--- config.mk ---
export PLATFORM = sky130hd
export DESIGN_NAME = mdio_responder_flat
export DESIGN_NICKNAME = d
export VERILOG_FILES = /design/src/rtl/mdio_responder_if.sv /design/src/rtl/mdio_responder.sv /design/src/flat_wrapper.sv
export SDC_FILE = /design/constraint.sdc
export NUM_CORES = 1
export LEC_CHECK = 0
export BUFFER_PORTS_ARGS = -buffer_cell sky130_fd_sc_hd__buf_2
export CORE_MARGIN = 2
export CORE_UTILIZATION = 60
export CTS_CLUSTER_DIAMETER = 60
export DETAILED_ROUTE_END_ITERATION = 8
export HOLD_SLACK_MARGIN = 0.12
export PLACE_DENSITY = 0.78
export SETUP_SLACK_MARGIN = 0.4
export SLEW_MARGIN = 40
export SYNTH_ARGS = -nofsm -noshare
export SYNTH_HDL_FRONTEND = slang
export SYNTH_SLANG_ARGS = --single-unit
--- constraint.sdc ---
create_clock -name axi_aclk -period 2.7 [get_ports axi_aclk]
set_input_delay 0.405 -clock axi_aclk [delete_from_list [all_inputs] [get_ports axi_aclk]]
set_output_delay 0.405 -clock axi_aclk [all_outputs]
set_load 0.05 [all_outputs]
--- src/rtl/mdio_responder_if.sv ---
// MDIO line and write-report signals shared by the Clause 22 responder and
// whatever drives the management bus (controller, mux or bench).
interface mdio_responder_if;
   logic        mdc;
   logic        mdio_i;
   logic        mdio_o;
   logic        mdio_tri;
   logic        wr_pulse;
   logic [4:0]  wr_regad;
   logic [15:0] wr_data;
   logic        frame_err;

   modport master (
      output mdc, mdio_i,
      input  mdio_o, mdio_tri, wr_pulse, wr_regad, wr_data, frame_err
   );

   modport slave (
      input  mdc, mdio_i,
      output mdio_o, mdio_tri, wr_pulse, wr_regad, wr_data, frame_err
   );
endinterface

--- src/rtl/mdio_responder.sv ---
// Clause 22 MDIO PHY-side responder with a 32 x 16-bit register model.
// Optional MDIO_RESPONDER_PREAMBLE_SUPPRESS_EN accepts a frame after a single preamble 1.
module mdio_responder #(
   parameter logic [4:0]  PHY_ADDR = 5'd0,
   parameter logic [31:0] PHY_ID   = 32'h0141_0DD0
) (
   input  logic            axi_aclk,
   input  logic            axi_aresetn,
   mdio_responder_if.slave bus
);

`ifdef MDIO_RESPONDER_PREAMBLE_SUPPRESS_EN
   localparam logic [5:0] PRE_MIN = 6'd1;
`else
   localparam logic [5:0] PRE_MIN = 6'd32;
`endif

   localparam logic [2:0] S_PRE   = 3'd0;
   localparam logic [2:0] S_ST    = 3'd1;
   localparam logic [2:0] S_OP    = 3'd2;
   localparam logic [2:0] S_PHYAD = 3'd3;
   localparam logic [2:0] S_REGAD = 3'd4;
   localparam logic [2:0] S_TA    = 3'd5;
   localparam logic [2:0] S_DATA  = 3'd6;

   logic        mdc_s1, mdc_s2, mdc_s3;
   logic        mdio_s1, mdio_s2;
   logic        rise;
   logic [2:0]  state;
   logic [5:0]  pre_cnt;
   logic [4:0]  bit_cnt;
   logic        op_hi;
   logic        is_read;
   logic        match;
   logic [3:0]  phyad;
   logic [4:0]  regad;
   logic [4:0]  phy_next;
   logic [15:0] rd_shift;
   logic [14:0] wr_shift;
   logic [15:0] wr_word;
   logic        drive;
   logic [15:0] regs [32];

   logic        mdio_o_q, mdio_tri_q, wr_pulse_q, frame_err_q;
   logic [4:0]  wr_regad_q;
   logic [15:0] wr_data_q;

   function automatic logic [5:0] pre_sat(input logic [5:0] c);
      return (c == 6'd32) ? c : c + 6'd1;
   endfunction

   function automatic logic [15:0] reg_read(input logic [4:0] a);
      case (a)
         5'd2:    return PHY_ID[31:16];
         5'd3:    return PHY_ID[15:0];
         default: return regs[a];
      endcase
   endfunction

   assign rise     = mdc_s2 & ~mdc_s3;
   assign phy_next = {phyad, mdio_s2};
   assign wr_word  = {wr_shift, mdio_s2};
   assign drive    = is_read & match;

   assign bus.mdio_o    = mdio_o_q;
   assign bus.mdio_tri  = mdio_tri_q;
   assign bus.wr_pulse  = wr_pulse_q;
   assign bus.wr_regad  = wr_regad_q;
   assign bus.wr_data   = wr_data_q;
   assign bus.frame_err = frame_err_q;

   always_ff @(posedge axi_aclk or negedge axi_aresetn) begin
      if (!axi_aresetn) begin
         mdc_s1      <= 1'b0;
         mdc_s2      <= 1'b0;
         mdc_s3      <= 1'b0;
         mdio_s1     <= 1'b1;
         mdio_s2     <= 1'b1;
         state       <= S_PRE;
         pre_cnt     <= '0;
         bit_cnt     <= '0;
         op_hi       <= 1'b0;
         is_read     <= 1'b0;
         match       <= 1'b0;
         phyad       <= '0;
         regad       <= '0;
         rd_shift    <= '0;
         wr_shift    <= '0;
         mdio_o_q    <= 1'b0;
         mdio_tri_q  <= 1'b1;
         wr_pulse_q  <= 1'b0;
         frame_err_q <= 1'b0;
         wr_regad_q  <= '0;
         wr_data_q   <= '0;
         for (int i = 0; i < 32; i++) regs[i] <= '0;
      end else begin
         mdc_s1      <= bus.mdc;
         mdc_s2      <= mdc_s1;
         mdc_s3      <= mdc_s2;
         mdio_s1     <= bus.mdio_i;
         mdio_s2     <= mdio_s1;
         wr_pulse_q  <= 1'b0;
         frame_err_q <= 1'b0;

         if (rise) begin
            case (state)
               S_PRE: begin
                  if (mdio_s2) begin
                     pre_cnt <= pre_sat(pre_cnt);
                  end else begin
                     // The 0 that ends a full preamble is the first ST bit
                     if (pre_cnt >= PRE_MIN) state <= S_ST;
                     pre_cnt <= '0;
                  end
               end
               S_ST: begin
                  if (mdio_s2) begin
                     state   <= S_OP;
                     bit_cnt <= '0;
                  end else begin
                     frame_err_q <= 1'b1;
                     state       <= S_PRE;
                  end
               end
               S_OP: begin
                  if (bit_cnt == 5'd0) begin
                     op_hi   <= mdio_s2;
                     bit_cnt <= 5'd1;
                  end else if (op_hi != mdio_s2) begin
                     is_read <= op_hi;
                     state   <= S_PHYAD;
                     bit_cnt <= '0;
                  end else begin
                     frame_err_q <= 1'b1;
                     state       <= S_PRE;
                     bit_cnt     <= '0;
                  end
               end
               S_PHYAD: begin
                  phyad <= phy_next[3:0];
                  if (bit_cnt == 5'd4) begin
                     match   <= (phy_next == PHY_ADDR);
                     state   <= S_REGAD;
                     bit_cnt <= '0;
                  end else begin
                     bit_cnt <= bit_cnt + 5'd1;
                  end
               end
               S_REGAD: begin
                  regad <= {regad[3:0], mdio_s2};
                  if (bit_cnt == 5'd4) begin
                     state   <= S_TA;
                     bit_cnt <= '0;
                  end else begin
                     bit_cnt <= bit_cnt + 5'd1;
                  end
               end
               S_TA: begin
                  if (bit_cnt == 5'd0) begin
                     bit_cnt <= 5'd1;
                     // Take the line for TA bit 2, which is always driven 0
                     if (drive) begin
                        mdio_tri_q <= 1'b0;
                        mdio_o_q   <= 1'b0;
                        rd_shift   <= reg_read(regad);
                     end
                  end else begin
                     state   <= S_DATA;
                     bit_cnt <= '0;
                     if (drive) begin
                        mdio_o_q <= rd_shift[15];
                        rd_shift <= {rd_shift[14:0], 1'b0};
                     end
                  end
               end
               S_DATA: begin
                  wr_shift <= {wr_shift[13:0], mdio_s2};
                  if (bit_cnt == 5'd15) begin
                     state   <= S_PRE;
                     pre_cnt <= '0;
                     bit_cnt <= '0;
                     if (drive) begin
                        mdio_tri_q <= 1'b1;
                        mdio_o_q   <= 1'b0;
                     end
                     if (!is_read && match && regad != 5'd2 && regad != 5'd3) begin
                        // Reg 0 bit 15 is self-clearing soft reset: never stored
                        regs[regad] <= (regad == 5'd0) ? {1'b0, wr_word[14:0]} : wr_word;
                        wr_pulse_q  <= 1'b1;
                        wr_regad_q  <= regad;
                        wr_data_q   <= wr_word;
                     end
                  end else begin
                     bit_cnt <= bit_cnt + 5'd1;
                     if (drive) begin
                        mdio_o_q <= rd_shift[15];
                        rd_shift <= {rd_shift[14:0], 1'b0};
                     end
                  end
               end
               default: begin
                  state   <= S_PRE;
                  pre_cnt <= '0;
                  bit_cnt <= '0;
               end
            endcase
         end
      end
   end

endmodule

--- src/flat_wrapper.sv ---
// flat-port wrapper written by rule: the top's interface ports become plain ports
module mdio_responder_flat 
#(
   parameter logic [4:0]  PHY_ADDR = 5'd0,
   parameter logic [31:0] PHY_ID   = 32'h0141_0DD0
)
  (axi_aclk, axi_aresetn, bus_mdc, bus_mdio_i, bus_mdio_o, bus_mdio_tri, bus_wr_pulse, bus_wr_regad, bus_wr_data, bus_frame_err);
  mdio_responder_if bus_i ();
  input  logic axi_aclk;
  input  logic axi_aresetn;
  input wire logic [$bits(bus_i.mdc)-1:0] bus_mdc;
  input wire logic [$bits(bus_i.mdio_i)-1:0] bus_mdio_i;
  output wire logic [$bits(bus_i.mdio_o)-1:0] bus_mdio_o;
  output wire logic [$bits(bus_i.mdio_tri)-1:0] bus_mdio_tri;
  output wire logic [$bits(bus_i.wr_pulse)-1:0] bus_wr_pulse;
  output wire logic [$bits(bus_i.wr_regad)-1:0] bus_wr_regad;
  output wire logic [$bits(bus_i.wr_data)-1:0] bus_wr_data;
  output wire logic [$bits(bus_i.frame_err)-1:0] bus_frame_err;
  assign bus_i.mdc = bus_mdc;
  assign bus_i.mdio_i = bus_mdio_i;
  assign bus_mdio_o = bus_i.mdio_o;
  assign bus_mdio_tri = bus_i.mdio_tri;
  assign bus_wr_pulse = bus_i.wr_pulse;
  assign bus_wr_regad = bus_i.wr_regad;
  assign bus_wr_data = bus_i.wr_data;
  assign bus_frame_err = bus_i.frame_err;
  mdio_responder #(.PHY_ADDR(PHY_ADDR), .PHY_ID(PHY_ID)) u_core (.axi_aclk(axi_aclk), .axi_aresetn(axi_aresetn), .bus(bus_i));
endmodule
Word level (Yosys, flattened, before mapping)
Index checks and enable logic that the tools add are counted.
{ "totals": {"output_inout_bits": 25, "inputBits": 4, "ff_bits": 599, "word_cells": 170} }
{ "op_classes": {"bitwise_logic": 7, "n_addsub": 2, "n_reduce_logical": 26, "magnitude_cmp": 3, "eq_ne": 28, "n_mux": 51} }
{ "op_table": {"columns": ["op", "n"], "rows": [
  ["bitwise mux 512 bit", 1],
  ["2-to-1 mux 16 bit", 8],
  ["binary-select mux 16 bit (select 5 bit)", 1],
  ["demux 16 bit (select 5 bit)", 1],
  ["case mux 16 bit (2 select lines)", 2],
  ["case mux 5 bit (5 select lines)", 1],
  ["2-to-1 mux 3 bit", 7],
  ["case mux 3 bit (7 select lines)", 1],
  ["2-to-1 mux 6 bit", 3],
  ["case mux 6 bit (3 select lines)", 1],
  ["2-to-1 mux 1 bit", 17],
  ["inequality test 2 x 1 -> 1 bit, second input constant", 8],
  ["AND reduction 4 bit", 4],
  ["zero test 5 bit", 3],
  ["2-to-1 mux 5 bit", 3],
  ["greater-or-equal comparator 6 bit, second input constant", 2],
  ["equality test 5 x 2 -> 1 bit, second input constant", 2],
  ["inequality test 5 x 2 -> 1 bit, second input constant", 2],
  ["equality test 3 bit, second input constant", 3],
  ["AND reduction 3 bit", 3],
  ["inequality test 2 bit, second input constant", 4],
  ["AND reduction 2 bit", 4],
  ["AND reduction 8 bit", 1],
  ["adder 6 x 1 -> 6 bit, second input constant", 1],
  ["22 further kinds", 34]
]} }

Logic depth before layout (Yosys ltp)
{ "logic_depth": {"word_depth": 8, "mapped_depth": 10} }

Worst setup path after synthesis
Ideal clock, no wire load.
{ "synth_path": {"path_type": "reg2reg", "startpoint": "reg u_core.bit_cnt[0]", "endpoint": "reg u_core.regs[325] (netlist name)", "setup_ns": 0.125, "synth_period_minus_slack_ns": 2.341, "arrival_ns": 2.217, "path_slack_ns": 0.359, "path_stages_with_launch": 10, "t_required_ns": 2.575, "path_cell_list": "dfrtp_1 ha_1 and4b_1 buf_2 and4bb_1 buf_6 nand3_4 nor3_4 buf_6 mux2_2"} }
{ "synth_between": {"elab_chain_len": 2} }
{ "synth_lines": {"columns": ["element", "line", "rtl"], "rows": [
  ["from (decl)", "mdio_responder.sv:31", "logic [4:0] bit_cnt;"],
  ["from (signal assigned)", "mdio_responder.sv:146", "bit_cnt <= bit_cnt + 5'd1;"],
  ["from (signal assigned)", "mdio_responder.sv:155", "bit_cnt <= bit_cnt + 5'd1;"],
  ["from (signal assigned)", "mdio_responder.sv:194", "bit_cnt <= bit_cnt + 5'd1;"],
  ["equality test 5 x 4 -> 1 bit", "mdio_responder.sv:178", "if (bit_cnt == 5'd15) begin"],
  ["AND reduction 4 bit (no source line)", null, null],
  ["to (signal, indexed assignment)", "mdio_responder.sv:188", "regs[regad] <= (regad == 5'd0) ? {1'b0, wr_word[14:0]} : wr_word;"],
  ["to (decl)", "mdio_responder.sv:42", "logic [15:0] regs [32];"]
]} }
No other way between the ends.
A chain may end at the register's enable or synchronous reset.

Worst setup path after layout
{ "layout_path": {"startpoint": "reg u_core.bit_cnt[1]", "endpoint": "reg u_core.regs[260] (netlist name)"} }
Same word-level chain as after synthesis.

==> results.md <==
- Status: completed
- Design area: 32200 sq um
- Synth warn: 0
- RSZ-0062 raised after global routing: yes
- CP top delay family: simple AND/OR/NAND/NOR gates
- GR Util All Layers: 0.308
- Synth Cell Area: 27200 sq um
- Fmax: 399 MHz
- Starting density of the core: 0.603
- Worst vdd ir: 606 uV
- Clk pin slew, worst setup/hold paths: 0.06 ns
- Synth Instances: 2007
- WL final: 73500 um
- CTS tree: done
- Crit path buffers/inverters: 3
- Vias per inst: 6.51
- Mux cell area share after synthesis: 0.298
- Area grow syn2layout: 18.4%
- Post-DP HPWL: 42600 um
- DRT iter0 DRCs: 1560
- Fin. max-slew vios: 0
- Final Skew: 0.0239 ns
- R2R depth: 9
- Worst hold path class: in -> async
- Layout net count: 2094
- Lkg Pwr: 14.7 nW
- Slowest cell delay on critical path: 0.40 ns
- Die area: 47100 sq um
- CTS HTree Levels: 2
- Reg-to-reg slack, setup: 0.19 ns
- CP most frequent cell: buf_12
- Nature of the critical path endpoint: register
- Post-synth EDFFs: 0
- Post-synth cell types: 75
- ANT nets after route: 0
- Post-synth top cells: 596 x dfrtp_1, 480 x mux2_2, 219 x mux2i_1, 122 x o22ai_1, 105 x clkbuf_1
- Syn_nets: 2016
- Row count: 78
- Root Driver: clkbuf_16
- Seq cells post-synth: 599
- Congestion Overflow GR: 0
- Critical path data required time: 3.20 ns
- Num ports: 29
- Area leader, netlist: dfrtp_1
- Via Count: 17803
- Final setup vio count: 0
- Critical R2R Launch: u_core.bit_cnt[1]
- Share of cells above drive strength 1: 0.429
- Post-Syn Area per Cell: 13.6 sq um
- Simple-gate portion of the synthesized area: 0.0596
- Setup crit start kind: register
- Count leader, synth: dfrtp_1
- Die H: 217 um
- Fin. Hold Viols: 0
- Port Buffers: 28
- Worst-path cell chain: ha_2 -> and4b_1 -> and4bb_2 -> buf_12 -> nand3_4 -> buf_12 -> nor2_4 -> buf_12 -> mux2_2
- Clk_lat worst skew: 0.64 ns
- Post-Synth XOR/XNOR Area: 0.000644
- Clock buffer depth: 3
- Post-synthesis compound-gate area fraction: 0.0544
- Synth top area cells: dfrtp_1 55%, mux2_2 20%, mux2i_1 8.1%, o22ai_1 2.8%, mux4_2 1.8%
- WP data arrival: 3.01 ns
- Crit path time final: 2.51 ns
- Largest net degree at the start of global routing: 96
- First-pass detailed-route iteration total: 7
- Slowest-stage cell, CP: dfrtp_1
- DIE WIDTH: 217 um
- # diodes: 0
- Number of global-route vias before repair: 18396
- Crit Path Category: reg -> reg
- Largest family of logic cells by synthesized area: multiplexers
- Async S/R FF share, synth: 1.00
- First-pass GRT wire length: 110000 um
- Area after detailed placement: 28500 sq um
- Share of the clock period used by the worst path: 0.928
- CTS Buf Count: 60
- GPL Wtd Cong: 0.924
- Slew @ Worst Pin: 0.784 ns
- Post-synth top area share: 0.548
- Area of the core: 45100 sq um
- Post-Synth Adder-Cell Area: 0.00230
- Clk sink count: 599
- Routed WL per cell: 26.9 um
- Final TNS setup: 0 ns
- Sequential area share after synthesis: 0.551
- Top FF cell, synth: dfrtp_1
- # DRC: 0
- Fin Hold WS: 0.311 ns
- Slew headroom: 0.470
- CP Max Fanout: 16
- Worst r2r dst: u_core.regs[260]
- Max_cap viols: 0
- Initial antenna violation count: 1
- PwrDens: 549 nW/um^2
## cells by family after synthesis
logic type,Yosys count
xor+xnor,2
compound gates,244
simple gates,234
mux,722
buf+inv,201
fa+ha+maj,5
flops,599
## cell usage in the layout, fill, tap and decap left out, types with 14 or more instances in the layout
cell       count
buf_6         14
nand2_1       69
mux2_2       429
buf_12        48
or4_4         17
buf_2         27
buf_4         91
mux2i_2       14
a21oi_1       18
mux4_2        22
mux2_4        51
o21ai_0       55
o22ai_1      110
nor2_1        20
dfrtp_1      589
clkbuf_16     66
mux2i_1      201
clkbuf_1      22
## registers in the layout, summed over array words and instances, names as in the netlist, 5 cells and up
name and cells:
u_core.rd_shift 16, u_core.regad 5, u_core.regs 512, u_core.bit_cnt 5, u_core.pre_cnt 6, u_core.bus.wr_data 16, u_core.wr_shift 15, u_core.bus.wr_regad 5
## stage by stage
step	std cells	utilization	power (mW)	setup WS, ns
2_1_floorplan	2007	-	9.20	0.363
3_3_place_gp	2559	0.632	9.43	0.223
3_5_place_dp	2559	0.632	9.44	0.199
4_1_cts	2712	0.698	17.8	0.309
5_1_grt	2734	0.715	18.2	0.156
6_report	2734	0.715	17.7	0.194
## repair_timing
| item | CTS | global route |
|---|---|---|
| endpoints found under the setup margin | 342 | 299 |
| gates resized for setup | 66 | 112 |
| pin swaps | 8 | 27 |
| endpoints found under the hold margin | 54 | 0 |
| cloned | 9 | 6 |
| hold buffers | 3 | 0 |
| buffers inserted | 30 | 16 |
## final cells by class
type | count | area, sq um
multi-input combinational | 1207 | 11900
clock inverter | 16 | 225
sequential | 599 | 15000
fill | 2863 | 12900
tap | 600 | 751
inverter | 9 | 37.5
timing repair buffer | 208 | 2580
clock buffer | 95 | 1760
## per-layer routing
metal / global-route usage / part of all wire / vias up
met5: 0 / 0 / -
met4: 0.131 / 0.041 / 0
met3: 0.0471 / 0.068 / 167
met2: 0.484 / 0.48 / 725
met1: 0.431 / 0.41 / 9389
li1: - / - / 7522
## where the power goes
group / switching [mW] / internal, mW
Clock: 3.54 / 4.86
Combinational: 0.217 / 0.0608
Sequential: 0.00962 / 8.99
Total: 3.77 / 13.9
## how the worst max path moves through the flow
stage	start	to	slack, ns	depth (start not counted)
floorplan	u_core.bit_cnt[0]	u_core.regs[325]	0.36	9
global placement	u_core.regad[1]	u_core.rd_shift[5]	0.22	7
detailed placement	u_core.regad[3]	u_core.rd_shift[9]	0.20	7
CTS	u_core.bit_cnt[0]	u_core.regs[323]	0.31	9
global route	u_core.bit_cnt[1]	u_core.regs[260]	0.16	9
finish	u_core.bit_cnt[1]	u_core.regs[260]	0.19	9
No activity file was read; power rests on OpenSTA's default activity.
